## src/rtl/mem_arbiter.sv

```systemverilog
// mem_arbiter: shares one single-port memory between the fetch stage and the
// data stage of the pipeline. It latches the winning request, runs a fixed
// MEM_LAT-cycle access, returns read data with a one-cycle valid pulse and
// stalls each requester until its access is acknowledged.
// Optional feature: define ARB_RR_EN for round-robin arbitration; without it
// the data stage always wins over fetch.
module mem_arbiter #(
  parameter int unsigned MEM_LAT = 4,
  parameter int unsigned AW      = 16
) (
  input  logic          clk,
  input  logic          rst,
  input  logic          flush,
  input  logic          if_req,
  input  logic [AW-1:0] if_addr,
  output logic          if_stall,
  output logic          if_valid,
  output logic [31:0]   if_data,
  input  logic          mem_rd,
  input  logic          mem_wr,
  input  logic [AW-1:0] mem_addr,
  input  logic [31:0]   mem_wdata,
  output logic          mem_stall,
  output logic          mem_valid,
  output logic [31:0]   mem_rdata,
  output logic          m_en,
  output logic          m_wr,
  output logic [AW-1:0] m_addr,
  output logic [31:0]   m_wdata,
  input  logic [31:0]   m_rdata
);

  localparam int unsigned CNT_W = 4;
  localparam int unsigned DW    = 32;
  localparam logic [CNT_W-1:0] CNT_INIT = CNT_W'(MEM_LAT - 1);

  typedef enum logic [1:0] {
    IDLE = 2'd0,
    BUSY = 2'd1,
    DONE = 2'd2
  } state_t;

  typedef enum logic {
    OWN_IF   = 1'b0,
    OWN_DATA = 1'b1
  } owner_t;

  state_t           state;
  state_t           state_next;
  owner_t           owner;
  owner_t           last;
  logic [CNT_W-1:0] cnt;
  logic             flushed;

  logic data_req;
  logic any_req;
  logic grant_data;
  logic start;
  logic capture;
  logic finish;
  logic done_if;
  logic done_data;

  // A data request is a read or a write; both together count as a write.
  assign data_req = mem_rd | mem_wr;
  assign any_req  = if_req | data_req;

  // Arbitration between fetch and data when both ask in the same IDLE cycle.
`ifdef ARB_RR_EN
  assign grant_data = data_req & (~if_req | (last == OWN_IF));
`else
  logic unused_last;
  assign grant_data  = data_req;
  assign unused_last = (last == OWN_DATA);
`endif

  // State register.
  always_ff @(posedge clk or posedge rst) begin
    if (rst) begin
      state <= IDLE;
    end else begin
      state <= state_next;
    end
  end

  // Next-state logic and per-cycle control strobes.
  always_comb begin
    state_next = state;
    start      = 1'b0;
    capture    = 1'b0;
    finish     = 1'b0;
    case (state)
      IDLE: begin
        if (any_req) begin
          start      = 1'b1;
          state_next = BUSY;
        end
      end
      BUSY: begin
        if (cnt == '0) begin
          capture    = 1'b1;
          state_next = DONE;
        end
      end
      DONE: begin
        finish     = 1'b1;
        state_next = IDLE;
      end
      default: begin
        state_next = IDLE;
      end
    endcase
  end

  // Latch the winning command and pace the access with the latency counter.
  always_ff @(posedge clk or posedge rst) begin
    if (rst) begin
      m_en    <= 1'b0;
      m_wr    <= 1'b0;
      m_addr  <= '0;
      m_wdata <= '0;
      owner   <= OWN_IF;
      cnt     <= '0;
    end else begin
      m_en <= start;
      if (start) begin
        owner   <= grant_data ? OWN_DATA : OWN_IF;
        m_addr  <= grant_data ? mem_addr : if_addr;
        m_wr    <= grant_data & mem_wr;
        m_wdata <= grant_data ? mem_wdata : DW'(0);
        cnt     <= CNT_INIT;
      end else if ((state == BUSY) && (cnt != '0)) begin
        cnt <= cnt - CNT_W'(1);
      end
    end
  end

  // Capture read data into the owner's result register on the last BUSY cycle.
  always_ff @(posedge clk or posedge rst) begin
    if (rst) begin
      if_data   <= '0;
      mem_rdata <= '0;
    end else if (capture) begin
      if (owner == OWN_IF) begin
        if_data <= m_rdata;
      end else if (!m_wr) begin
        mem_rdata <= m_rdata;
      end
    end
  end

  // Track flushes of an in-flight fetch; cleared when returning to IDLE.
  always_ff @(posedge clk or posedge rst) begin
    if (rst) begin
      flushed <= 1'b0;
    end else if (state == DONE) begin
      flushed <= 1'b0;
    end else if ((state == BUSY) && (owner == OWN_IF) && flush) begin
      flushed <= 1'b1;
    end
  end

  // Remember who was served last, for round-robin fairness.
  always_ff @(posedge clk or posedge rst) begin
    if (rst) begin
      last <= OWN_DATA;
    end else if (finish) begin
      last <= owner;
    end
  end

  // Completion pulses and stalls are decoded from the registered state so a
  // flush arriving in the DONE cycle can still suppress the fetch pulse.
  assign done_if   = (state == DONE) && (owner == OWN_IF);
  assign done_data = (state == DONE) && (owner == OWN_DATA);
  assign if_valid  = done_if & ~flushed & ~flush;
  assign mem_valid = done_data;
  assign if_stall  = if_req & ~done_if;
  assign mem_stall = data_req & ~done_data;

endmodule

```

## config.mk

```make
export PLATFORM = sky130hd
export DESIGN_NAME = mem_arbiter
export DESIGN_NICKNAME = d
export VERILOG_FILES = /design/src/rtl/mem_arbiter.sv
export SDC_FILE = /design/constraint.sdc
export NUM_CORES = 1
export LEC_CHECK = 0
export CORE_ASPECT_RATIO = 0.7
export CORE_UTILIZATION = 42
export CTS_CLUSTER_SIZE = 30
export DETAILED_ROUTE_END_ITERATION = 6
export HOLD_SLACK_MARGIN = 0.03
export PLACE_DENSITY_LB_ADDON = 0.3
export SYNTH_ARGS = -nofsm -noshare
export SYNTH_HDL_FRONTEND = slang
export SYNTH_SLANG_ARGS = --single-unit
```

## constraint.sdc

```tcl
create_clock -name clk -period 4.8 [get_ports clk]
set_input_delay 0.48 -clock clk [delete_from_list [all_inputs] [get_ports clk]]
set_output_delay 0.48 -clock clk [all_outputs]
set_load 0.05 [all_outputs]
```

==> metrics.txt, run 1 <==
setup TNS 0 ns; Resize count post-CTS 0; initial antenna violation count 0; GRT Overall Usage 0.211; Clk network pwr share 0.188; post-synthesis sequential area ratio 0.615; Cells after Synth 313; GPL Wtd Cong 0.786; GRT met2 Usage 0.345; HPWL Detailed approximately 8500 um; Max-cap violations 0; CTS tree built; Die Y just over 90 um; P&R area growth vs syn 58.2%; htree depth 4; hold_buf cts 0; Synth Register Bits 122; Synth top cells by count dfrtp_1 (122), mux2_2 (65), a22o_1 (32), mux2_4 (30), inv_1 (7); VDD IR max around 0.00054 V; Synth Cell Area 0.00496 mm2; worst-path fanout max 18; M1 GR Usage 0.253; post-DR vias/cell just under 5; PortBufs 219; CTS Buffer Depth 2; worst path required time between 4 and 5 ns; CP arrival 2.17 ns; DR pass1 iterations 4; Final setup viols 0; Worst Hold Class flop to flop; remaining global-route overflow 0; share of layout cells above drive strength 1 0.249; root buf cell clkbuf_16; remaining antenna violation count 0; top cell type's share of synthesized area 0.615; skew final 0.0141 ns; Chip Width 132 um; worst skew pair latency 0.41 ns; Die Area 0.0123 mm2; Most used DFF post-synth dfrtp_1; via count 3435; n_diodes 0; largest net degree at the start of global routing 64; CTS clk-pin slew, worst paths 0.06 ns; internal power 3810 uW; busiest grt layer met2; Worst slew margin 0.473; cts bufs inserted 17; final hold vios 0; largest area contributor in the netlist dfrtp_1; number of synthesized flops with an enable pin 0; initial core utilization 0.441; final net count roughly 640; final WL 12300 um; total core area 0.0113 mm2; hold slack 0.495 ns; Final Max Tran Viols 0; Site Rows 32; Sw Pwr 3110 uW; total clock sinks around 120; synth unique cells 34; largest cells by area after synthesis dfrtp_1 (62%), mux2_2 (15%), mux2_4 (9.1%); top-count cell post-synth dfrtp_1; Async SR Flop Fraction 1.00; Peak Freq about 380 MHz; # IOs 220; Pwr Density 882 mW/mm2; Logic pwr share 0.545; status finished clean; Post-Syn Nets 417; Final min period ~2.7 ns; vias in the first global route 3763; Sw Share 0.449; routed len/inst 17.5 um; CP endpoint kind primary output; number of DRC markers in iteration 0 92; Flop pwr share 0.267; Worst Setup Start Kind primary input; Post-CTS Setup Bufs 0; WS Path Type primary input to primary output; period utilization 0.553; worst-margin pin slew 0.791 ns; final core utilization 0.698; Avg Inst Size Synth roughly 16 um2; DRC 0; Leakage 0.00341 uW; Ys Warns 0; first-pass GRT wire length 19700 um; GR Layer Usage met3 0.0969; unrepaired setup endpoints after global routing no
## layout by cell type, fill, tap and decap left out, drive strengths merged, types with 3 or more instances in the layout
cell type / count
nor3: 4
a21oi: 3
clkdlybuf4s50: 219
bufinv: 3
a22o: 32
mux2: 97
dfrtp: 122
nor2: 4
clkbuf: 19
buf: 5
inv: 11
or3: 3
clkinvlp: 6
o21ai: 3
## critical path: stages
cell             delay, ns
clkdlybuf4s50_1       0.50
nor2_1                0.05
buf_4                 0.21
nor2_1                0.13
clkdlybuf4s50_1       0.80
## power groups by stage
stage	registers (uW)	logic, uW	clock network (uW)
2_1_floorplan	3490	855	0
3_3_place_gp	1830	3730	0
3_5_place_dp	1850	3790	0
4_1_cts	1850	3800	1320
5_1_grt	1920	3910	1370
6_report	1850	3770	1300
## final cells by class
class                      count  area [um2]
clock buffer                  19         443
timing repair buffer         224        2230
fill                         753        3400
tap                          153         191
multi-input combinational    165        1740
clock inverter                13         166
sequential                   122        3050
inverter                       8        32.5
## per-layer routing
layer	vias up	wire (um)
met3	11	1080
met4	0	78
met5	-	0
met1	1691	5230
met2	141	5910
li1	1592	-
## worst paths after layout
| check | start | end | slack (ns) | depth (start not counted) |
|---|---|---|---|---|
| setup / recovery | mem_wr | mem_stall | 2.15 | 5 |
| max in group asynchronous | rst | m_addr[1] | 3.31 | 3 |
| setup reg to reg | cnt[1] | if_data[24] | 2.26 | 5 |
| min in group asynchronous | rst | m_wdata[16] | 0.57 | 2 |
| hold / removal | if_data[25] | if_data[25] | 0.50 | 1 |
| hold reg to reg | if_data[25] | if_data[25] | 0.50 | 1 |
## kinds of logic after synthesis
logic type | share of synthesized area
DFF | 0.615
AOI/OAI and AO/OA | 0.0726
buffers and inverters | 0.0360
muxes | 0.247
and+or+nand+nor | 0.0245
adders and majority gates | 0.00504
## metrics by stage
step           setup slack, ns  cells  instance area [um2]  power, uW
4_1_cts                   2.14    704                 7850       6970
3_5_place_dp              2.14    672                 7240       5630
6_report                  2.15    704                 7850       6920
3_3_place_gp              2.17    672                 7240       5570
2_1_floorplan             1.08    313                 4960       4350
5_1_grt                   2.02    704                 7850       7200
## registers in the layout, indices dropped and copies added, names as in the netlist
name and cells:
cnt 4, if_data 32, flushed 1, owner 1, m_addr 16, m_en 1, state 2, m_wdata 32
mem_rdata 32, m_wr 1
No activity file was read; power rests on OpenSTA's default activity.
==> inputs of run 2 (changes only) <==
- CORE_UTILIZATION: 42 -> 38
- clock period: 4.8 -> 2.2 ns (I/O delays scaled with it)
==> run 2 against run 1 <==
Net effect:
- the run now ends with DRC left
- die area is 10% higher
- utilization shrank 6.6 points
- hold slack worse by 0.17 ns
- sequential power grew 120%
- largest cell class unchanged
==> metrics.txt, run 2 (synthesized netlist as in run 1, its figures left out) <==
status finished with violations; failing checks DRC; CP top delay family simple AND/OR/NAND/NOR gates; period utilization 0.981; Final Max Tran Viols 0; CP cell instances inv_2, ha_2, or3b_4, or4b_4, buf_12, mux2_4; setup TNS 0 ns; worst reg-to-reg setup slack 0.04 ns; worst reg-to-reg path cell count 6; largest net degree at the start of global routing 123; M1 GR Usage 0.240; vias in the first global route around 3700; n_diodes 0; via count 3490; number of DRC markers in iteration 0 146; hold slack 0.329 ns; critical path capture point mem_rdata[31]; Worst slew margin 0.546; Crit path depth 6; worst skew pair latency around 0.41 ns; placed cell areas 0.00735 mm2; CP endpoint kind flop; final WL 12500 um; crit path buf inv count 2; CTS clk-pin slew, worst paths roughly 0.060 ns; skew final 0.00845 ns; remaining antenna violation count 0; CTS Buffer Depth 2; most frequent cells in the layout clkdlybuf4s50_1 (215), dfrtp_1 (122), mux2_2 (65), a22o_1 (32), mux2_4 (30); worst-margin pin slew 0.681 ns; Final setup viols 0; R2R Path End mem_rdata[31]; final core utilization 0.632; Fill cells ~950; first-pass GRT wire length 19500 um; htree depth 4; slowest cell delay on critical path 0.51 ns; HPWL Detailed around 8600 um; DRC 16; initial antenna violation count 0; Die Area 0.0135 mm2; hold_buf cts 0; CP Launch Point cnt[0]; routed len/inst 17.4 um; unrepaired setup endpoints after global routing yes; # IOs 220; cts bufs inserted 17; final hold vios 0; WS Path Type flop to flop; final net count 650; GRT Overall Usage 0.188; GPL Wtd Cong just under 0.8; biggest regs if_data x32, m_wdata x32, mem_rdata x32; Leakage ~0.0035 uW; DR pass1 iterations 7; initial core utilization 0.394; commonest non-fill, non-tap cell in the layout clkdlybuf4s50_1; Pwr Density 1900 mW/mm2; total core area around 0.013 mm2; Peak Freq around 460 MHz; root buf cell clkbuf_16; Worst Hold Class primary input to asynchronous set/reset pin; CTS tree built; Final Power ~15000 uW; remaining global-route overflow 0; PortBufs 219; share of layout cells above drive strength 1 0.269; GR Layer Usage met3 0.0734; P&R area growth vs syn 60.3%; post-DR vias/cell 4.85; Die Y 97.6 um; Worst Setup Start Kind flop; worst-path fanout max 23; Reg2Reg Launch Point cnt[0]; worst path required time 2.49 ns; CP max-delay cell or4b_4; Final min period 2.16 ns; Max-cap violations 0; Site Rows 34; GRT met2 Usage 0.289; total clock sinks 122; busiest grt layer met2; design area about 0.008 mm2; Chip Width 139 um; VDD IR max around 0.0011 V; CP arrival roughly 2.5 ns
run 2: cell types whose count changed in the layout (fill, tap and decap cells not counted), moves of 2 or more:
cell / before / now
inv_6: 3 / 1
clkinv_2: 1 / 4
inv_1: 6 / 4
inv_2: 1 / 3
clkinvlp_4: 6 / 4
clkdlybuf4s50_1: 219 / 215
buf_4: 5 / 12
buf_12: 0 / 3
run 2: power by group:
group | internal [uW] | leakage, uW | switching [uW]
combinational | 3210 | 0.00174 | 5110
clock | 1770 | 0.000279 | 984
sequential | 3360 | 0.00145 | 677
run 2: metrics by stage:
| step | cells | setup WS, ns |
|---|---|---|
| after floorplan | 313 | -0.00811 |
| after global placement | 688 | 0.0783 |
| after detailed placement | 688 | 0.0348 |
| after CTS | 719 | 0.0289 |
| after global routing | 720 | -0.00492 |
| final | 720 | 0.0414 |
run 2: how the worst min path moves through the flow:
| stage | startpoint | cells past startpoint | slack [ns] | endpoint |
|---|---|---|---|---|
| after detailed placement | if_data[24] | 1 | 0.48 | if_data[24] |
| after floorplan | m_rdata[24] | 1 | 0.35 | if_data[24] |
| after CTS | rst | 3 | 0.39 | if_data[21] |
| after global routing | mem_wdata[21] | 2 | 0.40 | m_wdata[21] |
| final | rst | 3 | 0.33 | if_data[21] |
| after global placement | if_data[25] | 1 | 0.48 | if_data[25] |
run 2: tightest hold or removal path: stages:
cell and delay, ns:
clkdlybuf4s50_1 0.44, clkinvlp_4 0.10, buf_12 0.45
run 2: cell type report:
class	count	area [um2]	share of cell area
clock buffer	19	433	0.0544
clock inverter	12	150	0.0189
inverter	8	33.8	0.00425
multi-input combinational	165	1750	0.220
sequential	122	3050	0.384
tap	162	203	0.0255
timing repair buffer	232	2340	0.294
run 2: per-layer routing:
| metal | wire length [um] | up-vias |
|---|---|---|
| met5 | 0 | - |
| met4 | 138 | 0 |
| met3 | 1220 | 12 |
| met2 | 5660 | 163 |
| met1 | 5490 | 1712 |
| li1 | - | 1603 |
run 2: what timing repair did:
action,CTS,global route
buffers inserted,0,0
pin swaps,0,0
endpoints found under the setup margin,1,31
resized for setup,1,3
gates cloned,0,1
